<file path="config.mk">
export PLATFORM = sky130hd
export DESIGN_NAME = bram_stream_reader
export DESIGN_NICKNAME = d
export VERILOG_FILES = /design/src/rtl/bram_stream_reader.sv
export SDC_FILE = /design/constraint.sdc
export NUM_CORES = 1
export LEC_CHECK = 0
export ABC_CLOCK_PERIOD_IN_PS = 3400
export BUFFER_PORTS_ARGS = -buffer_cell sky130_fd_sc_hd__clkbuf_2
export CAP_MARGIN = 25
export CORE_ASPECT_RATIO = 2
export CORE_UTILIZATION = 47
export DETAILED_ROUTE_END_ITERATION = 6
export HOLD_SLACK_MARGIN = 0.12
export PLACE_DENSITY_LB_ADDON = 0.15
export RECOVER_POWER = 25
export SLEW_MARGIN = 5
export SYNTH_ARGS = -nofsm -noshare
export SYNTH_HDL_FRONTEND = slang
export SYNTH_SLANG_ARGS = --single-unit
</file>
<file path="constraint.sdc">
create_clock -name clk -period 3.4 [get_ports clk]
set_input_delay 0.34 -clock clk [delete_from_list [all_inputs] [get_ports clk]]
set_output_delay 0.34 -clock clk [all_outputs]
set_load 0.05 [all_outputs]
</file>
<file path="src/rtl/bram_stream_reader.sv">
// Burst reader: takes a (start address, length) request, streams words out of a
// one-cycle-latency BRAM with wrap-around addressing through a 2-entry skid FIFO.
module bram_stream_reader #(
  parameter  int BRAM_DEPTH = 10,
  parameter  int BRAM_W     = 64,
  localparam int AW         = $clog2(BRAM_DEPTH),
  localparam int LW         = $clog2(BRAM_DEPTH) + 1
) (
  input  logic              clk,
  input  logic              rst,
  input  logic              req_valid_i,
  output logic              req_ready_o,
  input  logic [AW-1:0]     req_addr_i,
  input  logic [LW-1:0]     req_len_i,
  output logic [AW-1:0]     mem_raddr_o,
  input  logic [BRAM_W-1:0] mem_rdata_i,
  output logic              out_valid_o,
  input  logic              out_ready_i,
  output logic [BRAM_W-1:0] out_data_o,
  output logic              out_last_o,
  output logic              busy_o
);

  typedef enum logic [1:0] {IDLE, RUN, DRAIN} state_t;

  state_t              state_q, state_d;
  logic [AW-1:0]       raddr_q, raddr_d;
  logic [LW-1:0]       rem_q, rem_d;
  logic                inflight_q, inflight_d;
  logic                inflight_last_q, inflight_last_d;
  // Head entry is the output register; tail catches a word while the head stalls.
  logic                head_v_q, head_v_d;
  logic                head_l_q, head_l_d;
  logic [BRAM_W-1:0]   head_d_q, head_d_d;
  logic                tail_v_q, tail_v_d;
  logic                tail_l_q, tail_l_d;
  logic [BRAM_W-1:0]   tail_d_q, tail_d_d;

  logic                pop;
  logic [1:0]          occupancy;
  logic                issue;

  assign pop       = head_v_q & out_ready_i;
  assign occupancy = 2'(head_v_q) + 2'(tail_v_q) + 2'(inflight_q);
  // An issued word lands two edges later; only issue if a slot is guaranteed.
  assign issue     = (state_q == RUN) && ((occupancy - 2'(pop)) <= 2'd1);

  // NOTE: every signal gets a default before the case so no latch is inferred.
  always_comb begin
    state_d         = state_q;
    raddr_d         = raddr_q;
    rem_d           = rem_q;
    inflight_d      = 1'b0;
    inflight_last_d = 1'b0;
    head_v_d        = head_v_q;
    head_l_d        = head_l_q;
    head_d_d        = head_d_q;
    tail_v_d        = tail_v_q;
    tail_l_d        = tail_l_q;
    tail_d_d        = tail_d_q;

    unique case (state_q)
      IDLE: begin
        if (req_valid_i && (req_len_i != '0)) begin
          state_d = RUN;
          raddr_d = req_addr_i;
          rem_d   = req_len_i;
        end
      end
      RUN: begin
        if (issue) begin
          inflight_d      = 1'b1;
          inflight_last_d = (rem_q == LW'(1));
          raddr_d         = (raddr_q == AW'(BRAM_DEPTH - 1)) ? '0 : raddr_q + 1'b1;
          rem_d           = rem_q - 1'b1;
          if (rem_q == LW'(1)) state_d = DRAIN;
        end
      end
      DRAIN: begin
        if (pop && head_l_q) state_d = IDLE;
      end
      default: state_d = IDLE;
    endcase

    if (pop) begin
      if (tail_v_q) begin
        head_v_d = 1'b1;
        head_l_d = tail_l_q;
        head_d_d = tail_d_q;
        tail_v_d = 1'b0;
      end else begin
        head_v_d = 1'b0;
      end
    end

    if (inflight_q) begin
      if (!head_v_d) begin
        head_v_d = 1'b1;
        head_l_d = inflight_last_q;
        head_d_d = mem_rdata_i;
      end else begin
        tail_v_d = 1'b1;
        tail_l_d = inflight_last_q;
        tail_d_d = mem_rdata_i;
      end
    end
  end

  // NOTE: sequential state uses non-blocking assignments so all flops update together.
  always_ff @(posedge clk) begin
    if (rst) begin
      state_q         <= IDLE;
      raddr_q         <= '0;
      rem_q           <= '0;
      inflight_q      <= 1'b0;
      inflight_last_q <= 1'b0;
      head_v_q        <= 1'b0;
      head_l_q        <= 1'b0;
      head_d_q        <= '0;
      tail_v_q        <= 1'b0;
    end else begin
      state_q         <= state_d;
      raddr_q         <= raddr_d;
      rem_q           <= rem_d;
      inflight_q      <= inflight_d;
      inflight_last_q <= inflight_last_d;
      head_v_q        <= head_v_d;
      head_l_q        <= head_l_d;
      head_d_q        <= head_d_d;
      tail_v_q        <= tail_v_d;
    end
  end

  // NOTE: tail payload is qualified by tail_v_q, so it needs no reset.
  always_ff @(posedge clk) begin
    tail_l_q <= tail_l_d;
    tail_d_q <= tail_d_d;
  end

  assign req_ready_o = (state_q == IDLE);
  assign busy_o      = (state_q != IDLE);
  assign mem_raddr_o = raddr_q;
  assign out_valid_o = head_v_q;
  assign out_data_o  = head_d_q;
  assign out_last_o  = head_l_q;

endmodule

</file>
==> run metrics, run 1 <==
outcome=complete, no violations; CP endpoint kind=flip-flop; number of buffers created by CTS=17; Max Transition Viols Final=0; die area=~12000 um2; DPL Wire Length=about 7.9 mm; placeable core region=~12000 um2; WL/cell=15.4 um; placed cells=729; Ports=about 150; Post-synth EDFFs=65; Yosys reg bits=145; DRC=0; WL final=approximately 13 mm; YS warnings=0; startpoint types=flip-flop; critical path's slowest cell=dfxtp_1; max_slew headroom=about half; total gr overflow=0; Power Density=593 nW/um2; Cells after Synth=464; first-pass GRT wire length=approximately 20 mm; Worst-Skew Late Latency=0.41 ns; leading cell type in the layout, fill and taps excluded=clkbuf_2; area growth from synthesis to layout=34.8%; GRT Overall Usage=21.0%; MaxCap Viol Count=0; setup TNS=0 ns; Synth Cell Area=~5600 um2; clk root buf=clkbuf_16; DR vias/cell=around 5.2; clock sinks=145; Die Y=approximately 160 um; most used cell along the critical path=ha_1; Layout Cells excl Fill=between 800 and 900; Post-DRT Antenna Nets=0; starting density of the core=just under 50%; worst path required time=approximately 3.7 ns; 1st-iter DRT viols=approximately 160; clock transition at the registers of the reported paths=~0.06 ns; endpoints failing setup=0; Final period util=between 70% and 80%; layout cells sized above 1=~22%; GP Congestion=approximately 0.80; largest net degree at the start of global routing=between 70 and 80; initial antenna violation count=0; VDD IR max=468 uV; deepest clock path buffer count=2; RSZ-0062 raised after global routing=no; vias in the first global route=4258; I/O Buffers=about 150; Max Clock Skew=about 0.0072 ns; ys async rst share=0%; Setup CP Type=flip-flop to flip-flop; CP max stage delay=approximately 0.32 ns; Mapped Avg Cell Area=roughly 12 um2; most frequent cells in the layout=clkbuf_2 (102), dfxtp_1 (80), nor2_1 (71), a211oi_1 (69), mux2i_1 (66); drt first pass iters=4; Die X-Extent=a little under 80 um; post-synth cell types=34; number of nets in the layout=740; Ant. Diodes=0; htree depth=4; post_cts resized=0; critical path arrival=2.87 ns; worst-path cell chain=and2_1 -> ha_1 -> inv_1 -> ha_1 -> a21oi_1 -> mux2i_1 -> or2_1 -> o21ai_0 -> a221oi_2; fin crit period=around 2.6 ns; cell row count=56; achievable clock frequency=around 0.4 GHz; Max Fanout on Critical Path=8; CTS tree=done; Synth Net Count=about 550; Via Count=4267; Leakage=approximately 3.4 nW; worst min-delay path class=primary input to flip-flop; register area share after synthesis=62.9%; Slew @ Worst Pin=roughly 0.72 ns; Fin. Hold Viols=0; prevailing post-synth register cell=dfxtp_1
## cells by family after synthesis
family | share of synthesized area (%)
AOI/OAI and AO/OA | 12.8
xor gates and xnor gates | 0.310
adders and majority gates | 0.886
buffers and inverters | 3.26
DFF | 62.9
muxes | 11.7
and+or+nand+nor | 8.11
## final timing paths
path / start / end / slack, ns / depth (start not counted)
hold reg to reg: inflight_last_q$_SDFF_PP0_ / tail_l_q$_DFFE_PP_ / 0.44 / 0
setup / recovery: out_valid_o$_SDFF_PP0_ / rem_q[0]$_SDFFE_PP0P_ / 0.85 / 9
hold / removal: mem_rdata_i[57] / tail_d_q[57]$_DFFE_PP_ / 0.16 / 1
setup reg to reg: out_valid_o$_SDFF_PP0_ / rem_q[0]$_SDFFE_PP0P_ / 0.85 / 9
## Yosys cell counts, types with 6 or more instances
master | n | area [um2]
dfxtp_1 | 80 | 1600
nor2_1 | 72 | 270
a211oi_1 | 69 | 518
mux2i_1 | 66 | 661
edfxtp_1 | 65 | 1950
clkbuf_1 | 24 | 90.1
a21oi_1 | 13 | 65.1
inv_1 | 9 | 33.8
nand2_1 | 9 | 33.8
buf_2 | 7 | 35.0
nor3_1 | 6 | 30.0
o21ai_0 | 6 | 30.0
## layer usage
| layer | global-route usage, % | share of wire, % |
|---|---|---|
| met1 | 23.3 | 39 |
| met2 | 37.6 | 54 |
| met3 | 5.68 | 4.9 |
| met4 | 7.36 | 1.6 |
| met5 | 0 | 0 |
## timing repair
item | CTS | global route
buffers inserted | 0 | 0
hold buffers | 54 | 2
hold endpoints to repair | 54 | 2
## flip-flops by register name (all words and copies together), names as in the netlist
signal and cells:
inflight_last_q 1, inflight_q 1, mem_raddr_o 4, out_data_o 64, out_last_o 1, out_valid_o 1, rem_q 5, state_q 2
tail_d_q 64, tail_l_q 1, tail_v_q 1
## layout make-up
cell class	count	area, um2
clock inverters	14	164
multi-input cells	277	1930
inverters	9	33.8
flip-flops and latches	145	3550
well taps	145	181
clock buffers	18	429
fillers	925	4090
repair buffers	209	1320
## critical path, delay by kind of cell, from the launching register on
kind / cells / cell delay, ns
compound gates: 3 / 0.71
fa+ha+maj: 2 / 0.56
flops: 1 / 0.32
buf+inv: 1 / 0.04
simple gates: 2 / 0.53
mux: 1 / 0.29
## where the power goes
| part | switching (mW) | internal [mW] | leakage [nW] |
|---|---|---|---|
| clock network | 0.710 | 1.15 | 0.278 |
| logic | 0.477 | 0.215 | 1.85 |
| registers | 0.0561 | 1.91 | 1.24 |
| total | 1.24 | 3.27 | 3.37 |
## metrics by stage
stage                     total power, mW  setup WS [ns]  area [um2]  hold WS [ns]  util [%]
final                                4.52          0.847        7610         0.157      65.1
after global routing                 4.68          0.613        7610         0.146      65.1
after CTS                            4.56          0.850        7650         0.120      65.4
after detailed placement             2.65          0.778        6520         0.432      55.7
after global placement               2.63          0.846        6520         0.422      55.7
after floorplan                      2.47          0.313        5650         0.409         -
No activity file was read; power rests on OpenSTA's default activity.
==> inputs of run 2 (changes only) <==
Settings changed: ABC_AREA from default to 1, ABC_CLOCK_PERIOD_IN_PS 3400 to 2100.
Clock period 3.4 ns to 2.1 ns, I/O delays scaled along.
==> run 2 against run 1 <==
Against the previous run: register-to-register slack worse by 0.68 ns; power is 120% higher; clock power is 74% higher; die area up 1.2%; global-route usage increased by 1.1 points; via count increased by 6.1%; clock skew rose by 0.0022 ns.
==> run metrics, run 2 <==
worst path required time=2.40 ns (was 3.72 ns); endpoints failing setup=0 (unchanged); Post-DRT Antenna Nets=0 (unchanged); Layout Cells excl Fill=895 (was 817); fin crit period=1.93 ns (was 2.55 ns); initial antenna violation count=0 (unchanged); total gr overflow=0 (unchanged); clock transition at the registers of the reported paths=0.06 ns (about the same); number of buffers created by CTS=17 (unchanged); startpoint types=flip-flop (unchanged); prevailing post-synth register cell=dfxtp_1 (unchanged); Max Transition Viols Final=0 (unchanged); WL/cell=15.2 um (was 15.4 um); setup TNS=0 ns (unchanged); deepest clock path buffer count=2 (unchanged); most frequent cells in the layout=clkbuf_2 (99), dfxtp_1 (79), dlygate4sd3_1 (66), nand2_1 (65), edfxtp_1 (65) (was clkbuf_2 (102), dfxtp_1 (80), nor2_1 (71), a211oi_1 (69), mux2i_1 (66)); YS warnings=0 (unchanged); clock sinks=145 (unchanged); Synth Area in Adders=0.876% (was 0.886%); Simple-Gate Fraction of Synth Area=8.32% (was 8.11%); Post-synth top cells=dfxtp_1 (80), nand2_1 (66), edfxtp_1 (65), a21oi_1 (60), mux2i_1 (57) (was dfxtp_1 (80), nor2_1 (72), a211oi_1 (69), mux2i_1 (66), edfxtp_1 (65)); FF-to-FF path depth=12 (was 9); drt first pass iters=6 (was 4); leading cell type in the layout, fill and taps excluded=clkbuf_2 (unchanged); Synth area leaders=edfxtp_1 (34%), dfxtp_1 (28%), mux2i_1 (10%) (was edfxtp_1 (35%), dfxtp_1 (28%), mux2i_1 (12%)); Post-synth EDFFs=65 (unchanged); I/O Buffers=148 (unchanged); Synth Net Count=608 (was 545); layout cells sized above 1=20.5% (was 21.7%); DRC=0 (unchanged); Slew @ Worst Pin=0.615 ns (was 0.723 ns); GRT Overall Usage=22.1% (was 21.0%); Power Density=1250 nW/um2 (was 593 nW/um2); post-synth cell types=30 (was 34); Max Clock Skew=0.00933 ns (was 0.00716 ns); Setup CP Type=flip-flop to flip-flop (unchanged); hold endpoint=mem_raddr_o[1]$_SDFFE_PP0P_ (was tail_d_q[57]$_DFFE_PP_); register area share after synthesis=62.2% (was 62.9%); largest net degree at the start of global routing=67 (was 75); post-synthesis mux area share=9.98% (was 11.7%); MaxCap Viol Count=0 (unchanged); Mapped Avg Cell Area=10.8 um2 (was 12.2 um2); VDD IR max=773 uV (was 468 uV); hold path depth=5 (was 1); Yosys reg bits=145 (unchanged); CP endpoint kind=flip-flop (unchanged); Final period util=92.0% (was 75.1%); WL final=13.6 mm (was 12.6 mm); die area=12600 um2 (was 12500 um2); Reg-to-Reg End=rem_q[1]$_SDFFE_PP0P_ (was rem_q[0]$_SDFFE_PP0P_); GP Congestion=0.782 (was 0.800); 1st-iter DRT viols=231 (was 155); Die Y=158 um (was 157 um); Fin. Hold Viols=0 (unchanged); Ports=149 (unchanged); Leakage=3.57 nW (was 3.37 nW); post-synth top area share=34.2% (was 34.6%); clk root buf=clkbuf_16 (unchanged); htree depth=4 (unchanged); HP Start=req_addr_i[1] (was mem_rdata_i[57]); area growth from synthesis to layout=37.5% (was 34.8%); Synth Cell Area=5720 um2 (was 5650 um2); starting density of the core=48.6% (was 48.3%); Via Count=4527 (was 4267); RSZ-0062 raised after global routing=no (unchanged); most common cell in the synthesized netlist=dfxtp_1 (unchanged); placed cells=798 (was 729); critical path arrival=2.23 ns (was 2.87 ns); Cells after Synth=527 (was 464); leading area contributor after synthesis=edfxtp_1 (unchanged); max_slew headroom=59.2% (was 51.3%); Die X-Extent=80.0 um (was 79.5 um); first-pass GRT wire length=21.2 mm (was 20.1 mm); ys async rst share=0% (unchanged); placeable core region=11800 um2 (was 11700 um2); Worst R2R Setup Slack=0.17 ns (was 0.85 ns); DR vias/cell=5.06 (was 5.22); cell row count=56 (unchanged); worst min-delay path class=primary input to flip-flop (unchanged); vias in the first global route=4524 (was 4258); XOR/XNOR Fraction of Synth Area=0.153% (was 0.310%); outcome=complete, no violations (unchanged); Ant. Diodes=0 (unchanged); largest family of logic cells by synthesized area=compound AO/OA/AOI/OAI gates (unchanged); compound-gate portion of the synthesized area=13.0% (was 12.8%); number of nets in the layout=820 (was 740); Worst-Skew Late Latency=0.40 ns (was 0.41 ns); achievable clock frequency=0.518 GHz (was 0.392 GHz); Max Fanout on Critical Path=5 (was 8); DPL Wire Length=8.56 mm (was 7.92 mm); CTS tree=done (unchanged); FF-to-FF Start=inflight_q$_SDFF_PP0_ (was out_valid_o$_SDFF_PP0_)
run 2: cell count changes after synthesis, moves of 8 or more:
cell,change
a211oi_1,-69
nand2_1,+57
a21oi_1,+47
o21ai_1,+44
nor2_1,-39
o21ai_0,+24
clkbuf_1,-19
inv_1,+14
mux2i_1,-9
buf_2,+8
buf_6,+8
run 2: worst max path at each step:
stage | start | end | slack, ns
6_report | inflight_q$_SDFF_PP0_ | rem_q[1]$_SDFFE_PP0P_ | 0.17
4_1_cts | inflight_q$_SDFF_PP0_ | mem_raddr_o[1]$_SDFFE_PP0P_ | 0.06
3_3_place_gp | out_valid_o$_SDFF_PP0_ | rem_q[1]$_SDFFE_PP0P_ | 0.18
5_1_grt | inflight_q$_SDFF_PP0_ | rem_q[2]$_SDFFE_PP0P_ | 0.01
3_5_place_dp | inflight_q$_SDFF_PP0_ | mem_raddr_o[1]$_SDFFE_PP0P_ | 0.07
2_1_floorplan | out_valid_o$_SDFF_PP0_ | tail_d_q[0]$_DFFE_PP_ | 0.09
run 2: final cells by class:
cell class / count / area [um2]
clock buffers: 17 / 425
clock inverters: 13 / 210
fillers: 970 / 3920
inverters: 31 / 116
multi-input cells: 322 / 1880
flip-flops and latches: 145 / 3560
well taps: 145 / 181
repair buffers: 222 / 1490
run 2: logic make-up (layout without fill, tap and decap cells):
kind of cell             count (synthesis)  count (layout)
AO/OA/AOI/OAI                          145             145
AND/OR/NAND/NOR                        114             115
buffers and inverters                   61             283
flip-flops                             145             145
adder cells (fa/ha/maj)                  4               4
XOR/XNOR                                 1               1
multiplexers                            57              57
run 2: per-layer routing:
metal	part of all wire (%)	wire [um]	vias up	GRT usage [%]
met5	0	0	-	0
met4	2.8	380	0	10.0
met3	3.8	519	32	5.42
met2	54	7330	126	40.0
met1	39	5340	2098	23.6
li1	-	-	2271	-
run 2: per-stage QoR:
step	utilization [%]	cell area, um2	hold slack (ns)	setup slack, ns	power (mW)
6_report	66.7	7860	0.178	0.168	9.86
5_1_grt	66.7	7860	0.208	0.0122	10.3
4_1_cts	67.1	7900	0.164	0.0621	9.90
3_5_place_dp	56.1	6610	0.402	0.0702	6.56
3_3_place_gp	56.1	6610	0.399	0.178	6.48
2_1_floorplan	-	5730	0.269	0.0872	5.88
run 2: timing repair:
item | CTS | global route
endpoints found under the setup margin | 0 | 5
gates resized for setup | 0 | 2
hold buffers | 66 | 0
buffers inserted | 0 | 0
endpoints found under the hold margin | 124 | 0
run 2: worst max-delay path, stage by stage, from the launching register on:
cell	delay, ns
dfxtp_1	0.37
inv_1	0.12
ha_1	0.30
inv_1	0.04
ha_1	0.26
nand2_1	0.08
nand3_1	0.10
nand3_2	0.12
nand2_2	0.10
nor2_4	0.17
nand2_1	0.07
nand2_1	0.06
nor2_1	0.04
run 2: power breakdown:
group / switching, mW / internal, mW
Combinational: 2.20 / 0.823
Clock: 1.13 / 2.10
Sequential: 0.258 / 3.34
Total: 3.59 / 6.27
